--- config.mk ---
export PLATFORM = sky130hd
export DESIGN_NAME = tree_fanin_collector
export DESIGN_NICKNAME = d
export VERILOG_FILES = /design/src/rtl/tree_fanin_pkg.sv /design/src/rtl/tree_fanin_collector_rr_arbiter.sv /design/src/rtl/tree_fanin_collector.sv
export SDC_FILE = /design/constraint.sdc
export NUM_CORES = 1
export LEC_CHECK = 0
export CAP_MARGIN = 20
export CORE_ASPECT_RATIO = 0.8
export CORE_MARGIN = 2
export CORE_UTILIZATION = 50
export CTS_CLUSTER_SIZE = 24
export DETAILED_ROUTE_END_ITERATION = 10
export GPL_TIMING_DRIVEN = 0
export PLACE_DENSITY = 0.8
export SYNTH_ARGS = -nofsm -noshare
export SYNTH_HDL_FRONTEND = slang
export SYNTH_SLANG_ARGS = --single-unit
--- constraint.sdc ---
create_clock -name clk -period 9.26 [get_ports clk]
set_input_delay 1.852 -clock clk [delete_from_list [all_inputs] [get_ports clk]]
set_output_delay 1.852 -clock clk [all_outputs]
set_load 0.005 [all_outputs]
--- src/rtl/tree_fanin_pkg.sv ---
// ----------------------------------------------------------------------------
// tree_fanin_pkg
//   Shared constants, width helpers and the beat record used by the upward
//   (child-to-parent) path of the instance tree.
//   - *_DEF localparams : default tree-node geometry
//   - src_width()       : width of a source index for n children (min 1)
//   - ptr_width()       : width of a FIFO read/write pointer (min 1)
//   - fanin_entry_t     : default-width beat record {last, src, data}
// ----------------------------------------------------------------------------
package tree_fanin_pkg;

  localparam int NUM_CHILDREN_DEF = 10;
  localparam int DATA_W_DEF       = 16;
  localparam int FIFO_DEPTH_DEF   = 4;

  // A single child still needs a one-bit source field.
  function automatic int src_width(input int n);
    return (n > 1) ? $clog2(n) : 1;
  endfunction

  function automatic int ptr_width(input int depth);
    return (depth > 1) ? $clog2(depth) : 1;
  endfunction

  localparam int SRC_W_DEF = src_width(NUM_CHILDREN_DEF);

  typedef struct packed {
    logic                  last;
    logic [SRC_W_DEF-1:0]  src;
    logic [DATA_W_DEF-1:0] data;
  } fanin_entry_t;

endpackage

--- src/rtl/tree_fanin_collector_rr_arbiter.sv ---
// ----------------------------------------------------------------------------
// rr_arbiter
//   Combinational round-robin arbiter. The search starts at ptr and wraps
//   from N-1 back to 0; the first requester found wins. N need not be a
//   power of two, so the wrap is done with an explicit compare.
//   Ports:
//     req       in  N      request vector
//     ptr       in  IDX_W  first index to consider (must be < N)
//     grant     out N      one-hot grant, or zero when nothing requests
//     grant_idx out IDX_W  index of the granted requester (0 when none)
//     any_grant out 1      some requester was granted
// ----------------------------------------------------------------------------
module rr_arbiter
  import tree_fanin_pkg::*;
#(
  parameter int N     = NUM_CHILDREN_DEF,
  parameter int IDX_W = src_width(N)
) (
  input  logic [N-1:0]     req,
  input  logic [IDX_W-1:0] ptr,
  output logic [N-1:0]     grant,
  output logic [IDX_W-1:0] grant_idx,
  output logic             any_grant
);

  // One extra bit so ptr + offset (< 2N) never overflows before the wrap.
  localparam logic [IDX_W:0] N_C = (IDX_W + 1)'(N);

  logic [IDX_W:0]   sum;
  logic [IDX_W-1:0] idx;

  always_comb begin
    // NOTE: every output of a combinational block gets a default before any
    // conditional update; a path that leaves one unassigned infers a latch.
    grant     = '0;
    grant_idx = '0;
    any_grant = 1'b0;
    sum       = '0;
    idx       = '0;
    for (int k = 0; k < N; k++) begin
      sum = {1'b0, ptr} + (IDX_W + 1)'(k);
      if (sum >= N_C) sum = sum - N_C;
      idx = sum[IDX_W-1:0];
      if (!any_grant && req[idx]) begin
        grant[idx] = 1'b1;
        grant_idx  = idx;
        any_grant  = 1'b1;
      end
    end
  end

endmodule

--- src/rtl/tree_fanin_collector.sv ---
// ----------------------------------------------------------------------------
// tree_fanin_collector
//   One node of the upward tree path: merges beats from NUM_CHILDREN children
//   into a single parent stream, tagging each beat with its source index.
//   A round-robin arbiter feeds a FIFO_DEPTH-entry output FIFO (no
//   fall-through, no bypass). Each child's "last" beat masks that child until
//   every child has delivered its last; the completing beat is tagged
//   parent_last and sweep_done pulses one cycle later.
//   Ports:
//     clk, rst_n    clock, asynchronous active-low reset
//     child_valid   per-child beat valid
//     child_last    per-child final-beat-of-sweep marker
//     child_data    packed payloads, child i at [i*DATA_W +: DATA_W]
//     child_ready   one-hot (or zero) accept strobe to the children
//     parent_valid  FIFO head valid
//     parent_data   FIFO head payload (0 when empty)
//     parent_src    FIFO head source index (0 when empty)
//     parent_last   FIFO head completed the sweep (0 when empty)
//     parent_ready  parent accepts the head
//     sweep_done    one-cycle pulse after the sweep-completing beat
// ----------------------------------------------------------------------------
module tree_fanin_collector
  import tree_fanin_pkg::*;
#(
  parameter  int NUM_CHILDREN = NUM_CHILDREN_DEF,
  parameter  int DATA_W       = DATA_W_DEF,
  parameter  int FIFO_DEPTH   = FIFO_DEPTH_DEF,
  localparam int SRC_W        = src_width(NUM_CHILDREN)
) (
  input  logic                           clk,
  input  logic                           rst_n,
  input  logic [NUM_CHILDREN-1:0]        child_valid,
  input  logic [NUM_CHILDREN-1:0]        child_last,
  input  logic [NUM_CHILDREN*DATA_W-1:0] child_data,
  output logic [NUM_CHILDREN-1:0]        child_ready,
  output logic                           parent_valid,
  output logic [DATA_W-1:0]              parent_data,
  output logic [SRC_W-1:0]               parent_src,
  output logic                           parent_last,
  input  logic                           parent_ready,
  output logic                           sweep_done
);

  localparam int               PTR_W    = ptr_width(FIFO_DEPTH);
  localparam int               CNT_W    = PTR_W + 1;
  localparam logic [CNT_W-1:0] DEPTH_C  = CNT_W'(FIFO_DEPTH);
  localparam logic [SRC_W-1:0] LAST_IDX = SRC_W'(NUM_CHILDREN - 1);

  // Same layout as fanin_entry_t, sized by this instance's parameters.
  typedef struct packed {
    logic              last;
    logic [SRC_W-1:0]  src;
    logic [DATA_W-1:0] data;
  } entry_t;

  entry_t                  mem [FIFO_DEPTH];
  entry_t                  head;
  entry_t                  push_entry;
  logic [PTR_W-1:0]        wr_ptr, rd_ptr;
  logic [CNT_W-1:0]        count;
  logic [SRC_W-1:0]        rr_ptr;
  logic [NUM_CHILDREN-1:0] last_seen;

  logic [NUM_CHILDREN-1:0] req, grant;
  logic [SRC_W-1:0]        grant_idx;
  logic                    any_grant;
  logic                    full, push, pop, push_last, sweep_end;
  logic [DATA_W-1:0]       push_data;

  // Children that already delivered their last beat sit out the rest of the
  // sweep. Nothing is granted while full or while reset is asserted, so
  // child_ready is zero in reset and a pop never makes room in the same cycle.
  assign full = (count == DEPTH_C);
  assign req  = child_valid & ~last_seen & {NUM_CHILDREN{~full & rst_n}};

  rr_arbiter #(
    .N     (NUM_CHILDREN),
    .IDX_W (SRC_W)
  ) u_arb (
    .req       (req),
    .ptr       (rr_ptr),
    .grant     (grant),
    .grant_idx (grant_idx),
    .any_grant (any_grant)
  );

  assign child_ready = grant;
  assign push        = any_grant;
  assign push_last   = |(child_last & grant);
  // The accepted last beat is the one that fills in the final missing bit.
  assign sweep_end   = push_last & (&(last_seen | grant));

  always_comb begin
    push_data = '0;
    for (int i = 0; i < NUM_CHILDREN; i++) begin
      if (grant[i]) push_data = push_data | child_data[i*DATA_W +: DATA_W];
    end
  end

  assign push_entry = '{last: sweep_end, src: grant_idx, data: push_data};

  assign head         = mem[rd_ptr];
  assign parent_valid = (count != '0);
  assign parent_data  = parent_valid ? head.data : '0;
  assign parent_src   = parent_valid ? head.src  : '0;
  assign parent_last  = parent_valid ? head.last : 1'b0;
  assign pop          = parent_valid & parent_ready;

  // NOTE: the storage array has no reset; an empty FIFO never exposes it
  // because the head fields are masked by parent_valid.
  always_ff @(posedge clk) begin
    if (push) mem[wr_ptr] <= push_entry;
  end

  // NOTE: state registers use non-blocking assignments so every register
  // samples the pre-edge values, independent of statement order.
  always_ff @(posedge clk or negedge rst_n) begin
    if (!rst_n) begin
      wr_ptr     <= '0;
      rd_ptr     <= '0;
      count      <= '0;
      rr_ptr     <= '0;
      last_seen  <= '0;
      sweep_done <= 1'b0;
    end else begin
      if (push) wr_ptr <= wr_ptr + PTR_W'(1);
      if (pop)  rd_ptr <= rd_ptr + PTR_W'(1);
      case ({push, pop})
        2'b10:   count <= count + CNT_W'(1);
        2'b01:   count <= count - CNT_W'(1);
        default: count <= count;
      endcase

      if (any_grant) rr_ptr <= (grant_idx == LAST_IDX) ? '0 : grant_idx + SRC_W'(1);

      // last_seen stays all-ones through the pulse cycle, then clears, so
      // masked children become eligible the cycle after sweep_done.
      if (sweep_done)     last_seen <= '0;
      else if (push_last) last_seen <= last_seen | grant;

      sweep_done <= sweep_end;
    end
  end

endmodule
==> results of run 1 <==
==> final timing paths <==
kind / end / cells past startpoint
worst max-delay path: child_ready[4] / 21
worst min-delay path: count[2] / 1
worst max register to register: mem[1][20] / 22
worst min register to register: count[2] / 1
max in group asynchronous: last_seen[2] / 2
min in group asynchronous: count[1] / 1
==> area by class of cell <==
cell class / instances / area share [%]
diodes: 1 / 0.0205
clock buffers: 11 / 2.16
repair buffers: 222 / 18.8
clock inverters: 5 / 0.348
flip-flops and latches: 106 / 25.1
multi-input cells: 750 / 46.9
plain buffers: 66 / 3.32
well taps: 230 / 2.35
inverters: 32 / 1.01
==> stage by stage <==
step / util, % / setup TNS, ns / worst slack (ns) / hold WS (ns) / area, sq um
after global placement: 64.5 / -2.91 / -0.494 / 0.483 / 11700
after CTS: 66.4 / 0 / 0.0185 / 0.510 / 12100
after global routing: 67.3 / 0 / 0.0270 / 0.528 / 12200
after floorplan: - / 0 / 2.67 / 0.461 / 9290
after detailed placement: 64.7 / 0 / 0.0112 / 0.500 / 11800
final: 67.3 / 0 / 0.216 / 0.520 / 12200
==> layer usage <==
layer	up-vias	wire length, microns	GRT usage [%]
met5	-	8	0
met4	2	736	7.56
met3	63	5760	13.7
met2	719	16200	54.4
met1	4722	15700	56.8
li1	4288	-	-
==> cells in the final DEF, fill, tap and decap left out, types with 10 or more instances in the layout <==
cell and n:
nand3_1 34, a21oi_1 38, and2_1 38, inv_1 28, nand4_1 24, nor3b_1 12
nand2b_1 11, o21ai_0 29, clkbuf_1 16, nor4_1 18, nor3_1 24, ha_1 27
buf_2 20, mux4_2 21, buf_4 17, nand2_1 73, dfrtp_1 22, clkbuf_16 10
o211ai_1 21, xnor2_1 13, a22oi_1 37, edfxtp_1 84, clkdlybuf4s50_1 215, nor2_1 60
a222oi_1 33
==> worst max-delay path, stage by stage (launching register included) <==
cell and delay [ns]:
dfrtp_1 0.62, buf_6 0.22, inv_2 0.10, clkbuf_2 0.24, clkbuf_4 0.31, ha_1 0.47
clkinvlp_4 0.29, ha_1 0.47, nand2b_1 0.20, a21bo_2 0.22, a32o_1 0.26, nand2b_1 0.25
and4bb_1 0.28, buf_2 0.18, and4bb_4 0.40, buf_4 0.19, nand4_1 0.27, o311ai_1 0.62
or2_1 0.18, buf_2 0.26, buf_4 0.25, clkdlybuf4s50_1 0.52
==> state kept, by name, summed over array words and instances (netlist names) <==
signal,cells
rr_ptr,4
rd_ptr,2
wr_ptr,2
sweep_done,1
last_seen,10
mem,84
count,3
==> repair_timing <==
action	4_1_cts	5_1_grt
cloned	0	0
pin swaps	0	1
buffers inserted	0	1
resized for setup	1	9
endpoints found under the setup margin	2	10
==> kinds of logic (layout without fill, tap and decap cells) <==
| kind of cell | Yosys count | after routing | synth area share (%) |
|---|---|---|---|
| compound gates | 293 | 293 | 25.4 |
| xor+xnor | 21 | 21 | 2.51 |
| fa+ha+maj | 29 | 29 | 4.07 |
| buf+inv | 98 | 336 | 5.62 |
| flops | 106 | 106 | 33.1 |
| mux | 35 | 35 | 6.70 |
| other cells | 0 | 1 | 0 |
| simple gates | 372 | 372 | 22.6 |
==> reports/results.tsv, run 1 <==
metric	value	unit
cell area after synthesis	0.00929	sq mm
Layout Nets	1399	
top-count cell post-synth	edfxtp_1	
Inserted Clock Buffers	9	
Final Wtd Congestion	1.03	
dominant synthesized flop cell	edfxtp_1	
Overall Global Routing Usage	38.4	%
Netlist cell types	110	
Post-synth top cells	edfxtp_1 (84), nand2_1 (73), nor2_1 (60)	
cell taking the most area after synthesis	edfxtp_1	
grt ovf	0	
port bufs	215	
RR Startpoint	rr_ptr[0]	
final setup skew	0.0135	ns
First-pass DRT Iterations	9	
critical path launch point type	flip-flop	
clock root cell	clkbuf_16	
Final min period	9.04	ns
initial antenna violation count	2	
layout cells sized above 1	13.0	%
Post-synth EDFFs	84	
sequential element share of the synthesized area	33.1	%
RSZ-0062 raised after global routing	no	
setup violators final	0	
die area	0.0197	sq mm
crit path max fanout	11	
clock-pin slew on the worst setup and hold paths	0.08	ns
Iteration-0 DRC Markers	1656	
CP Launch Point	rr_ptr[0]	
hold wc startpoint	count[2]	
Multi-input gate area	0.00573	sq mm
final wirelength	38400	microns
Cells after Synth	954	
Sequential cell area	0.00307	sq mm
max_cap viols	0	
Max clock buf depth	2	
first-pass GRT wire length	56300	microns
slew margin rel.	22.1	%
Syn Area/Cell	9.73	sq um
Site Rows	44	
Starting Density	51.1	%
Non-Filler Instances	1423	
Mapped Nets	1166	
Area Overhead vs Synth	31.6	%
vias in the first global route	9232	
drt wl/cell	27.0	microns
H-tree depth	3	
post-DP HPWL	29800	microns
status	finished clean	
latest clock arrival within the worst-skew pair	0.35	ns
Layout fillers	1459	
measured slew at the worst slew-check pin	1.16	ns
Max Slew Vio Count	0	
vias per cell	6.88	
Synthesis Warnings	0	
flop-to-flop setup slack	2.21	ns
Post-route DRC	0	
Vias	9794	
Synth top area share	27.2	%
largest cells by area after synthesis	edfxtp_1 (27%), dfrtp_1 (5.9%), mux4_2 (5.1%)	
Hold Violations, Final	0	
synthesis-stage register bit count	106	
CTS sink cnt	106	
Top Ports	216	
Worst Setup Path Type	reg2out	
Die H	126	microns
Antenna Nets Post-Route	0	
largest net degree at the start of global routing	22	
critical path endpoint category	output port	
WP data arrival	7.19	ns
hold_buf cts	0	
Hold WC Path Type	reg2reg	
CTS tree	yes	
fmax	0.111	GHz
final worst-path cycle share	97.7	%
async set-or-reset flop fraction in the synthesized netlist	20.8	%
Data required, critical path	7.41	ns
Die Wd	156	microns
Inst Count DP	1400	
Core Region	0.0182	sq mm
Power of run 1 is left out: the tool's default activity adds up to more than one toggle a clock period on the data nets, which glitch-free logic cannot reach.
==> inputs of run 2 (changes only) <==
CAP_MARGIN = not set   (was 20)
==> run 2 against run 1 <==
Compared with the run above: wire length is 1.7% lower; die area stayed put; critical path depth is 2 lower; global-route usage is 0.50 points lower; critical path type unchanged; critical endpoint is now child_ready[1]; largest cell class unchanged.
==> reports/results.tsv, run 2 (synthesis gave the netlist of run 1 again) <==
metric	value	unit
Core Region	0.0182	sq mm
final setup skew	0.00787	ns
Site Rows	44	
slew margin rel.	19.0	%
GR Util met1	55.0	%
M2 GR Usage	53.3	%
Hold Violations, Final	0	
max reg flops	84	
Antenna Nets Post-Route	0	
CTS sink cnt	106	
final worst slack	0.108	ns
final worst-path cycle share	98.8	%
die area	0.0197	sq mm
Die Wd	156	microns
Top delay family on crit path	simple AND/OR/NAND/NOR gates	
port bufs	215	
status	finished clean	
Worst Setup Path Type	reg2out	
Post-CTS Setup Bufs	0	
Area Overhead vs Synth	29.9	%
Vias	9786	
Layout fillers	1475	
drt wl/cell	26.7	microns
Buf/Inv on CP	7	
met3 usage	14.5	%
Max Slew Vio Count	0	
largest net degree at the start of global routing	28	
measured slew at the worst slew-check pin	1.22	ns
WP data arrival	7.30	ns
Hold WC Path Type	reg2reg	
Diodes inserted	0	
H-tree depth	3	
clock-pin slew on the worst setup and hold paths	0.08	ns
final core occ	66.4	%
layout cells sized above 1	12.2	%
register name with the most flops	mem	
biggest regs	mem (84), last_seen (10), rr_ptr (4)	
Post-route DRC	0	
Final TNS setup	0	ns
Layout Nets	1391	
Placement Setup Slack	-0.470	ns
CTS tree	yes	
critical path cell sequence	buf_6 > inv_2 > clkbuf_4 > ha_1 > clkinv_1 > ha_1 > nand2b_1 > a21bo_2 > a32o_1 > nand2b_1 > and4bb_1 > buf_2 > and4bb_4 > nand4_4 > nor4_1 > nor3_1 > o211ai_2 > buf_2 > clkdlybuf4s50_1	
vias in the first global route	9141	
Inserted Clock Buffers	9	
Top Usage Layer GRT	met1	
most frequent cells in the layout	clkdlybuf4s50_1 (214), edfxtp_1 (84), nand2_1 (73)	
max_cap viols	0	
Worst path max stage delay	0.72	ns
Final Wtd Congestion	1.03	
Top Ports	216	
commonest non-fill, non-tap cell in the layout	clkdlybuf4s50_1	
final wirelength	37800	microns
post-DP HPWL	29500	microns
Slowest cell on crit path	nor4_1	
First-pass DRT Iterations	8	
latest clock arrival within the worst-skew pair	0.36	ns
Starting Density	51.1	%
vias per cell	6.92	
setup violators final	0	
crit path max fanout	14	
Iteration-0 DRC Markers	1625	
Max clock buf depth	2	
critical path launch point type	flip-flop	
Overall Global Routing Usage	37.9	%
initial antenna violation count	1	
Data required, critical path	7.41	ns
RSZ-0062 raised after global routing	no	
Final min period	9.15	ns
fmax	0.109	GHz
Die H	126	microns
critical path endpoint category	output port	
grt ovf	0	
clock root cell	clkbuf_16	
first-pass GRT wire length	55500	microns
-- run 2: changes by cell type in the layout (fill, tap and decap cells not counted), moves of 2 or more --
cell	before	now
buf_16	4	0
buf_4	17	15
clkinv_4	1	3
inv_6	2	0
-- run 2: final cells by class --
type                            count  area (sq um)  share of cell area [%]
Multi-Input combinational cell    750          5700                    47.3
Sequential cell                   106          3070                    25.5
Timing Repair Buffer              215          2150                    17.8
Buffer                             65           400                    3.32
Clock buffer                       12           289                    2.40
Tap cell                          230           288                    2.39
Inverter                           32           120                   0.996
Clock inverter                      4          37.5                   0.311
-- run 2: routing by layer --
layer  up-vias  wire, microns  part of all wire [%]
met1      4633          15300                    41
met2       799          15600                    41
met3        85           5820                    15
li1       4267              -                     -
met5         -              8                 0.021
met4         2            960                   2.5
-- run 2: worst paths after layout --
path	startpoint	end	slack [ns]	cells after the start
worst min-delay path	count[2]	count[2]	0.52	1
worst max register to register	rr_ptr[0]	mem[2][20]	2.14	21
max in group asynchronous	rst_n	last_seen[6]	7.23	1
worst max-delay path	rr_ptr[0]	child_ready[1]	0.11	19
min in group asynchronous	rst_n	count[1]	1.60	1
worst min register to register	count[2]	count[2]	0.52	1
-- run 2: worst register-to-register path, cell delays in order (launching register included) --
cell	delay (ns)
dfrtp_1	0.61
buf_6	0.22
inv_2	0.17
clkbuf_4	0.31
ha_1	0.44
clkinv_1	0.37
ha_1	0.52
nand2b_1	0.20
a21bo_2	0.23
a32o_1	0.24
nand2b_1	0.26
and4bb_1	0.30
buf_2	0.17
and4bb_4	0.40
nand4_4	0.15
nor4_1	0.72
nor4_1	0.11
o211ai_1	0.44
buf_4	0.29
buf_4	0.22
nand2_1	0.08
a31oi_1	0.41
-- run 2: repair_timing --
action	4_1_cts	5_1_grt
hold buffers	0	0
resized for setup	4	3
endpoints found under the setup margin	9	9
-- run 2: metrics by stage --
stage	instance area (sq um)	hold slack (ns)	instances
4_1_cts	12100	0.516	1415
5_1_grt	12100	0.535	1414
2_1_floorplan	9290	0.461	954
6_report	12100	0.518	1414
3_5_place_dp	11700	0.500	1399
3_3_place_gp	11700	0.483	1399
Power of run 2 is left out for the same reason.
==> inputs of run 3 (changes only) <==
SETUP_SLACK_MARGIN = 0.4   (was not set)
TNS_END_PERCENT = 10   (was not set)
==> run 3 against run 2 <==
Compared with the run above: design area increased by 0.20%; sequential share of layout area barely moved; critical endpoint is now child_ready[0]; via count is 0.55% lower; hold slack better by 0.0016 ns; largest cell class unchanged; worst setup slack better by 0.23 ns; critical path type unchanged; wire length down 0.11%; non-clock buffer count up 1; global-route usage hardly changed; clock-buffer cell count is the same; register-to-register slack better by 0.15 ns.
==> reports/results.tsv, run 3 (synthesis gave the netlist of run 1 again) <==
metric	value	unit
Die Wd	156	microns
clock root cell	clkbuf_16	
clock-pin slew on the worst setup and hold paths	0.08	ns
Final min period	8.93	ns
critical path cell sequence	buf_6 > inv_2 > clkbuf_2 > buf_4 > ha_1 > clkinvlp_4 > ha_1 > nand2b_1 > a21bo_2 > a32o_1 > nand2b_1 > and4bb_1 > buf_2 > and4bb_4 > buf_4 > nand4_1 > nor4_4 > nor3_1 > o211ai_1 > buf_4 > buf_4 > clkdlybuf4s50_1	
slew margin rel.	18.3	%
final wirelength	37700	microns
RR Startpoint	rr_ptr[0]	
Slowest cell on crit path	clkdlybuf4s50_1	
max_cap viols	0	
max reg flops	84	
Iteration-0 DRC Markers	1720	
Starting Density	51.1	%
Overall Global Routing Usage	37.9	%
Inserted Clock Buffers	9	
Area Overhead vs Synth	30.2	%
hold_buf cts	0	
Hold Violations, Final	0	
biggest regs	mem (84), last_seen (10), rr_ptr (4)	
CTS sink cnt	106	
vias in the first global route	9143	
Worst Setup Path Type	reg2out	
Top Ports	216	
drt wl/cell	26.6	microns
Max clock buf depth	2	
Site Rows	44	
fmax	0.112	GHz
Post-route DRC	0	
initial antenna violation count	1	
Post-CTS Setup Bufs	0	
critical path endpoint category	output port	
measured slew at the worst slew-check pin	1.23	ns
Max Slew Vio Count	0	
vias per cell	6.87	
CTS tree	yes	
RSZ-0062 raised after global routing	yes	
port bufs	215	
H-tree depth	3	
largest net degree at the start of global routing	28	
final setup skew	0.00866	ns
die area	0.0197	sq mm
Layout Nets	1392	
first-pass GRT wire length	55500	microns
First-pass DRT Iterations	6	
layout cells sized above 1	12.7	%
Buf/Inv on CP	10	
hold wc startpoint	count[2]	
Data required, critical path	7.41	ns
CP Launch Point	rr_ptr[0]	
most used cell, CP	buf_4	
Final Wtd Congestion	1.03	
critical path launch point type	flip-flop	
crit path max fanout	11	
Vias	9732	
Hold WS	0.520	ns
Die H	126	microns
setup violators final	0	
final worst-path cycle share	96.4	%
Top delay family on crit path	buffers and inverters	
Hold WC Path Type	reg2reg	
Core Region	0.0182	sq mm
most frequent cells in the layout	clkdlybuf4s50_1 (214), edfxtp_1 (84), nand2_1 (73)	
latest clock arrival within the worst-skew pair	0.36	ns
commonest non-fill, non-tap cell in the layout	clkdlybuf4s50_1	
post-DP HPWL	29500	microns
WP data arrival	7.07	ns
status	finished clean	
grt ovf	0	
Worst path max stage delay	0.53	ns
Antenna Nets Post-Route	0	
register name with the most flops	mem	
==> run 3: changes by cell type in the layout (fill, tap and decap cells not counted), sizes merged <==
cell and change:
buf +2, clkdlybuf4s18 -1, clkinv -1, clkinvlp +1, diode +1
==> run 3: path summary, 6_finish.rpt <==
check | cells after the start | slack, ns | endpoint
max | 22 | 0.33 | child_ready[0]
min | 1 | 0.52 | count[2]
max reg2reg | 21 | 2.29 | mem[2][7]
min reg2reg | 1 | 0.52 | count[2]
max in group asynchronous | 1 | 7.34 | rr_ptr[0]
min in group asynchronous | 1 | 1.49 | count[1]
==> run 3: worst reg2reg max path, stage by stage (launching register included) <==
cell,delay (ns)
dfrtp_2,0.51
buf_6,0.19
inv_2,0.15
clkbuf_2,0.29
buf_4,0.32
ha_1,0.34
clkinvlp_4,0.31
ha_1,0.47
nand2b_1,0.20
a21bo_2,0.23
a32o_1,0.24
nor4b_2,0.59
a22oi_1,0.24
or4b_1,0.21
clkbuf_1,0.21
o31ai_1,0.14
a2111oi_0,0.59
nand3_1,0.27
buf_4,0.26
buf_2,0.23
a222oi_1,0.38
nand4_1,0.28
==> run 3: stage by stage <==
stage	cells	TNS, ns	setup WS (ns)	utilization (%)	area [sq um]
global route	1415	0	0.189	66.5	12100
detailed placement	1399	-2.64	-0.470	64.5	11700
global placement	1399	-2.91	-0.494	64.5	11700
CTS	1415	0	0.333	66.4	12100
floorplan	954	0	2.67	-	9290
finish	1416	0	0.334	66.5	12100
==> run 3: final cells by class <==
type                       count  area [sq um]
buffer                        66           407
fill                        1473          6080
sequential                   106          3070
tap                          230           288
antenna                        1          2.50
inverter                      32           124
multi-input combinational    750          5720
clock buffer                  12           289
clock inverter                 4          37.5
timing repair buffer         215          2150
==> run 3: per-layer routing <==
metal	track usage [%]	share of wire, %	up-vias	wire [microns]
met1	55.1	40	4612	15100
li1	-	-	4269	-
met3	14.5	16	88	5920
met4	9.07	2.6	2	997
met2	53.3	42	761	15700
met5	0	0.021	-	8
==> run 3: repair_timing <==
item,in CTS,in global routing
resized for setup,7,8
hold endpoints to repair,0,0
setup endpoints to repair,10,10
Power of run 3 is left out for the same reason.
